### config.mk
export PLATFORM = sky130hd
export DESIGN_NAME = bpa_seq_ctrl
export DESIGN_NICKNAME = d
export VERILOG_FILES = /design/src/rtl/bpa_seq_ctrl.sv
export SDC_FILE = /design/constraint.sdc
export NUM_CORES = 1
export LEC_CHECK = 0
export BUFFER_PORTS_ARGS = -buffer_cell sky130_fd_sc_hd__buf_2
export CAP_MARGIN = 25
export CORE_ASPECT_RATIO = 0.8
export CORE_MARGIN = 2
export CORE_UTILIZATION = 51
export CTS_CLUSTER_DIAMETER = 80
export DETAILED_ROUTE_END_ITERATION = 8
export PLACE_DENSITY = 0.79
export SYNTH_ARGS = -nofsm -noshare
export SYNTH_HDL_FRONTEND = slang
export SYNTH_SLANG_ARGS = --single-unit
### constraint.sdc
create_clock -name clk -period 2.1 [get_ports clk]
set_input_delay 0.21 -clock clk [delete_from_list [all_inputs] [get_ports clk]]
set_output_delay 0.21 -clock clk [all_outputs]
set_load 0.02 [all_outputs]
### src/rtl/bpa_seq_ctrl.sv
// Bit-serial-by-nibble add/subtract sequencer: feeds one 4-bit slice per cycle
// to an external 4-bit adder, ripples the carry through a register, and assembles the result.
module bpa_seq_ctrl #(
  parameter int NIBBLES = 4
) (
  input  logic                   clk,
  input  logic                   rst,
  input  logic                   start,
  input  logic                   sub,
  input  logic [4*NIBBLES-1:0]   op_a,
  input  logic [4*NIBBLES-1:0]   op_b,
  output logic                   busy,
  output logic                   done,
  output logic [4*NIBBLES-1:0]   result,
  output logic                   cout,
  output logic                   ovf,
  output logic                   zero,
  output logic [3:0]             slice_a,
  output logic [3:0]             slice_b,
  output logic                   slice_cin,
  input  logic [3:0]             slice_s,
  input  logic                   slice_cout
);

  localparam int W    = 4 * NIBBLES;
  localparam int IDXW = $clog2(NIBBLES);

  typedef enum logic [1:0] {
    S_IDLE,
    S_RUN,
    S_DONE
  } state_t;

  state_t           state_reg;
  logic [W-1:0]     a_reg;
  logic [W-1:0]     b_reg;
  logic [W-1:0]     result_reg;
  logic [W-1:0]     result_next;
  logic [IDXW-1:0]  idx_reg;
  logic             carry_reg;
  logic             cout_reg;
  logic             ovf_reg;
  logic             zero_reg;
  logic             busy_reg;
  logic             done_reg;
  logic             last_slice;

  logic [3:0]       a_nib [NIBBLES];
  logic [3:0]       b_nib [NIBBLES];

  assign last_slice = (idx_reg == IDXW'(NIBBLES - 1));

  // result_next is the result register with the current slice sum merged in,
  // so the final flags can be derived in the same edge that stores the top nibble.
  generate
    for (genvar gi = 0; gi < NIBBLES; gi++) begin : g_nib
      assign a_nib[gi] = a_reg[4*gi +: 4];
      assign b_nib[gi] = b_reg[4*gi +: 4];
      assign result_next[4*gi +: 4] = (idx_reg == IDXW'(gi)) ? slice_s
                                                             : result_reg[4*gi +: 4];
    end
  endgenerate

  always_comb begin
    slice_a   = 4'd0;
    slice_b   = 4'd0;
    slice_cin = 1'b0;
    if (state_reg == S_RUN) begin
      slice_a   = a_nib[idx_reg];
      slice_b   = b_nib[idx_reg];
      slice_cin = carry_reg;
    end
  end

  always_ff @(posedge clk) begin
    if (rst) begin
      state_reg  <= S_IDLE;
      a_reg      <= '0;
      b_reg      <= '0;
      result_reg <= '0;
      idx_reg    <= '0;
      carry_reg  <= 1'b0;
      cout_reg   <= 1'b0;
      ovf_reg    <= 1'b0;
      zero_reg   <= 1'b0;
      busy_reg   <= 1'b0;
      done_reg   <= 1'b0;
    end else begin
      case (state_reg)
        S_IDLE: begin
          done_reg <= 1'b0;
          if (start) begin
            // Subtraction is A + ~B + 1: invert B here and seed the carry with 1.
            a_reg      <= op_a;
            b_reg      <= sub ? ~op_b : op_b;
            carry_reg  <= sub;
            idx_reg    <= '0;
            result_reg <= '0;
            busy_reg   <= 1'b1;
            state_reg  <= S_RUN;
          end
        end
        S_RUN: begin
          result_reg <= result_next;
          carry_reg  <= slice_cout;
          idx_reg    <= idx_reg + 1'b1;
          if (last_slice) begin
            cout_reg  <= slice_cout;
            zero_reg  <= (result_next == '0);
            ovf_reg   <= (a_reg[W-1] == b_reg[W-1]) && (result_next[W-1] != a_reg[W-1]);
            busy_reg  <= 1'b0;
            done_reg  <= 1'b1;
            state_reg <= S_DONE;
          end
        end
        S_DONE: begin
          done_reg  <= 1'b0;
          state_reg <= S_IDLE;
        end
        default: begin
          busy_reg  <= 1'b0;
          done_reg  <= 1'b0;
          state_reg <= S_IDLE;
        end
      endcase
    end
  end

  assign busy   = busy_reg;
  assign done   = done_reg;
  assign result = result_reg;
  assign cout   = cout_reg;
  assign ovf    = ovf_reg;
  assign zero   = zero_reg;

endmodule

==> flow_metrics.py, run 1 <==
metrics = {
    "status": {
        "status": "completed",
    },
    "routing": {
        "dr.pass1.iters": 4,
        "vias": 2171,
        "routed_wirelength_um": 5570,
        "detail-route-antenna-nets": 0,
        "viasPerCell": 5.44,
        "wl_per_cell_um": 13.9,
        "route.detailed.drc": 0,
        "drt_iter0_markers": 110,
    },
    "layout": {
        "final_cell_mix": "buf_2, dfxtp_1, nand2_1",
        "n_antenna_cell": 0,
        "layout-drive-gt1-share_pct": 29.8,
        "stdcell_count": 399,
        "nNetsFinal": 379,
        "area_growth_pct": 23.0,
        "final_util_pct": 65.9,
        "final_area_sq_mm": 0.00307,
        "mostFrequentLayoutCell": "buf_2",
    },
    "clocking": {
        "clock_sinks": 58,
        "cts_buffers": 9,
        "h-tree-depth": 3,
        "clk_path_buf_depth": 2,
        "ctsHoldBuffers": 0,
        "path_clk_slew_ns": 0.06,
        "cts_setup_buffers": 0,
        "cts_root_buf": "clkbuf_8",
        "clock_latency_ns": 0.34,
        "cts_tree": "yes",
        "ctsResizeCount": 0,
    },
    "placed_design": {
        "portBuffers": 70,
        "placed_cell_area_sq_mm": 0.00290,
        "hpwlAfterDp_um": 3890,
        "place.gp.congestion": 0.773,
        "dp.cells": 383,
    },
    "synth": {
        "ys_ff_latch": 58,
        "yosysUniqueCellTypes": 33,
        "synthesis.nets": 309,
        "synth-seq-area-share_pct": 46.6,
        "syn_area_sq_mm": 0.00249,
        "yosys_warnings": 0,
        "syn_area_per_cell_sq_um": 9.44,
        "synthCells": 264,
        "synth_top_area_share_pct": 46.6,
        "synth_area_leaders": "dfxtp_1, mux4_2, xnor2_1, nand2_1, a32o_1",
        "yosys.area.top_type": "dfxtp_1",
    },
    "worst_setup_path": {
        "worstPathRequired_ns": 1.89,
        "critPathLaunchType": "flip-flop",
        "crit_type": "reg -> out",
        "critPathArrivalTime_ns": 1.74,
        "end_kind": "primary output",
        "crit_fanout": 12,
    },
    "sta": {
        "relSlewSlack_pct": 59.9,
        "fin_crit_sh_pct": 92.8,
        "setup_violations": 0,
        "hold_viol": 0,
        "drv_slew": 0,
        "fin_crit_ns": 1.95,
        "fmax_mhz": 513,
        "tns_ns": 0,
        "fin_skew_ns": 0.00901,
        "rsz0062_at_grt": "no",
        "worst_slew_pin_slew_ns": 0.599,
    },
    "global_routing": {
        "grt_pass1_wl_um": 9270,
        "track_usage_pct": 23.1,
        "antenna_found_initial": 0,
        "globalRouteOverflowTotal": 0,
        "grt_max_degree": 42,
        "grt_pass1_vias": 2070,
    },
    "run": {
        "maxCapViolations": 0,
    },
    "floorplan": {
        "rows": 22,
        "die_area_sq_mm": 0.00547,
        "fp.dieW_um": 82.2,
        "coreArea_sq_mm": 0.00465,
        "start_util_pct": 53.6,
        "ioPinCount": 71,
        "die_h_um": 66.5,
    },
    "power": {
        "vdd_drop_max_uv": 441,
        "p_leak_nw": 1.30,
        "power_mw": 2.40,
        "power_per_cell_area_mw_per_mm2": 784,
    },
    "hold_path": {
        "hp-class": "in -> reg",
    },
}
## synth_stat cells, drive strengths merged
master	number
dfxtp	58
nand2	36
nor2	30
a21oi	20
a211oi	16
xnor2	16
clkbuf	15
a32o	12
mux4	8
nor2b	8
inv	6
o21ai	6
a22o	4
ha	4
buf	3
nand2b	3
mux2i	2
nand3b	2
nor4	2
o22ai	2
a2111o	1
and2	1
nand3	1
nor3	1
nor3b	1
o21bai	1
o221a	1
o32a	1
or2	1
or3	1
or4	1
## layer usage
metal  vias up  routed length, um  GRT usage [%]
li1       1081                  -              -
met5         -                  0              0
met3         7                399           10.6
met1      1017               2570           28.5
met2        66               2550           35.7
met4         0                 46           7.92
## final timing paths
check	from	to	slack, ns	cells past startpoint
hold / removal	op_a[2]	a_reg[2]	0.10	3
setup reg to reg	idx_reg[0]	zero	0.31	6
hold reg to reg	a_reg[8]	a_reg[8]	0.46	2
setup / recovery	idx_reg[0]	slice_b[3]	0.15	4
## critical path: stages (launching register included)
cell and delay (ns):
dfxtp_1 0.33, buf_4 0.24, mux4_2 0.51, nor2b_1 0.15
buf_2 0.16
## cell type report
cell class                      count  area (sq um)
Sequential cell                    58          1160
Tap cell                           60          75.1
Clock inverter                      3          15.0
Multi-Input combinational cell    182          1240
Timing Repair Buffer               77           403
Clock buffer                       13           149
Inverter                            6          22.5
Fill cell                         394          1590
## stage by stage
stage / worst slack [ns] / hold slack, ns
4_1_cts: 0.123 / 0.0876
2_1_floorplan: 0.218 / 0.343
3_3_place_gp: 0.395 / 0.440
5_1_grt: 0.0619 / 0.0965
3_5_place_dp: 0.345 / 0.450
6_report: 0.151 / 0.104
## power by group
| part | switching [mW] | internal (mW) | leakage, nW |
|---|---|---|---|
| Sequential | 0.0352 | 1.16 | 0.475 |
| Clock | 0.412 | 0.455 | 0.0872 |
| Combinational | 0.186 | 0.155 | 0.741 |
| Total | 0.633 | 1.77 | 1.30 |
## cells by family (layout without fill, tap and decap cells)
kind of cell             count (synthesis)  count (layout)  synth area share, %
flip-flops                              58              58                 46.6
XOR/XNOR                                16              16                 5.62
AO/OA/AOI/OAI                           64              64                 18.4
AND/OR/NAND/NOR                         88              88                 15.6
multiplexers                            10              10                 8.03
buffers and inverters                   24              99                 3.81
adder cells (fa/ha/maj)                  4               4                 2.01
No activity file was read; power rests on OpenSTA's default activity.
==> run 2, diff against run 1 <==
==> constraint.sdc (replaced) <==
create_clock -name clk -period 2.1 [get_ports clk]
set_input_delay 0.105 -clock clk [delete_from_list [all_inputs] [get_ports clk]]
set_output_delay 0.105 -clock clk [all_outputs]
set_load 0.02 [all_outputs]
==> flow_metrics.py, run 2 (synthesized netlist as in run 1, its figures left out) <==
metrics = {
    "worst_setup_path": {
        "reg2reg_from": "idx_reg[0]",
        "r2r_cells": 6,
        "critPathArrivalTime_ns": 1.76,
        "crit_type": "reg -> out",
        "endpoint": "slice_b[2]",
        "reg2reg_to": "zero",
        "startpoint": "idx_reg[0]",
        "end_kind": "primary output",
        "worstPathRequired_ns": 2.00,
        "critPathLaunchType": "flip-flop",
        "rrSetupSlack_ns": 0.28,
        "crit_fanout": 10,
    },
    "sta": {
        "worst_slew_pin_slew_ns": 0.868,
        "relSlewSlack_pct": 41.9,
        "setup_violations": 0,
        "fin_crit_sh_pct": 88.8,
        "fmax_mhz": 536,
        "tns_ns": 0,
        "fin_skew_ns": 0.00918,
        "drv_slew": 0,
        "hold_viol": 0,
        "rsz0062_at_grt": "no",
        "fin_crit_ns": 1.86,
    },
    "clocking": {
        "h-tree-depth": 3,
        "ctsResizeCount": 0,
        "cts_buffers": 9,
        "clk_path_buf_depth": 2,
        "clock_latency_ns": 0.34,
        "path_clk_slew_ns": 0.06,
        "cts_root_buf": "clkbuf_8",
        "cts_tree": "yes",
        "clock_sinks": 58,
    },
    "layout": {
        "n_antenna_cell": 0,
        "final_cell_mix": "buf_2, dfxtp_1, nand2_1",
        "nNetsFinal": 386,
        "n_fill_cell": 403,
        "register_area_sq_mm": 0.00116,
        "mostFrequentLayoutCell": "buf_2",
        "area_growth_pct": 26.3,
        "layout-drive-gt1-share_pct": 29.5,
        "multi_input_area_sq_mm": 0.00124,
    },
    "global_routing": {
        "track_usage_pct": 21.6,
        "grt_max_degree": 31,
        "grt_pass1_wl_um": 8740,
        "grt_pass1_vias": 1957,
        "globalRouteOverflowTotal": 0,
        "antenna_found_initial": 0,
    },
    "routing": {
        "dr.pass1.iters": 4,
        "detail-route-antenna-nets": 0,
        "viasPerCell": 5.17,
        "vias": 2101,
        "route.detailed.drc": 0,
        "drt_iter0_markers": 107,
        "wl_per_cell_um": 13.2,
        "routed_wirelength_um": 5380,
    },
    "status": {
        "status": "completed",
    },
    "power": {
        "p_leak_nw": 1.33,
        "power_mw": 2.42,
        "power_per_cell_area_mw_per_mm2": 770,
        "vdd_drop_max_uv": 511,
    },
    "hold_path": {
        "whs_path_depth": 3,
        "min_from": "op_a[9]",
        "hp-class": "in -> reg",
    },
    "floorplan": {
        "fp.dieW_um": 82.2,
        "rows": 22,
        "start_util_pct": 53.6,
        "coreArea_sq_mm": 0.00465,
        "die_area_sq_mm": 0.00547,
        "ioPinCount": 71,
        "die_h_um": 66.5,
    },
    "run": {
        "maxCapViolations": 0,
    },
    "placed_design": {
        "portBuffers": 70,
        "hpwlAfterDp_um": 3810,
        "place.gp.congestion": 0.772,
    },
}
## run 2: metrics by stage
stage / hold WS [ns] / util, % / instance area, sq um / worst slack, ns / cells
2_1_floorplan: 0.238 / - / 2490 / 0.218 / 264
3_3_place_gp: 0.348 / 62.2 / 2900 / 0.376 / 382
3_5_place_dp: 0.354 / 62.2 / 2900 / 0.340 / 382
4_1_cts: 0.000238 / 67.4 / 3140 / 0.202 / 405
5_1_grt: 0.00178 / 67.6 / 3150 / 0.0960 / 406
6_report: 0.0174 / 67.6 / 3150 / 0.235 / 406
## run 2: cell type report
| type | instances | share of cell area (%) |
|---|---|---|
| multi-input cells | 182 | 39.4 |
| flip-flops and latches | 58 | 36.9 |
| repair buffers | 84 | 15.1 |
| clock buffers | 11 | 4.49 |
| well taps | 60 | 2.39 |
| clock inverters | 5 | 0.954 |
| inverters | 6 | 0.716 |
## run 2: power by group
group          internal (mW)  switching, mW  total [mW]
clock network          0.453          0.426       0.879
logic                  0.164          0.184       0.347
registers               1.16         0.0348        1.20
## run 2: worst min-delay path by stage
| stage | endpoint | slack, ns |
|---|---|---|
| 5_1_grt | a_reg[12] | 0.002 |
| 4_1_cts | a_reg[5] | 0.0002 |
| 6_report | a_reg[9] | 0.02 |
| 3_5_place_dp | a_reg[10] | 0.35 |
| 3_3_place_gp | a_reg[6] | 0.35 |
| 2_1_floorplan | result[12] | 0.24 |
## run 2: timing repair
item / CTS / global route
endpoints found under the hold margin: 7 / 1
buffers inserted: 0 / 0
endpoints found under the setup margin: 0 / 0
hold buffers: 7 / 1
## run 2: worst max-delay path: stages, from the launching register on
cell and delay, ns:
dfxtp_1 0.37, buf_4 0.24, mux4_2 0.50, nor2b_1 0.15, buf_2 0.16
## run 2: routing by layer
metal  global-route usage (%)  share of wire, %  up-vias
met5                        0                 0        -
met4                     6.88              0.73        0
li1                         -                 -     1088
met1                     27.7                47      950
met3                     9.21               7.1        4
met2                     32.9                45       59
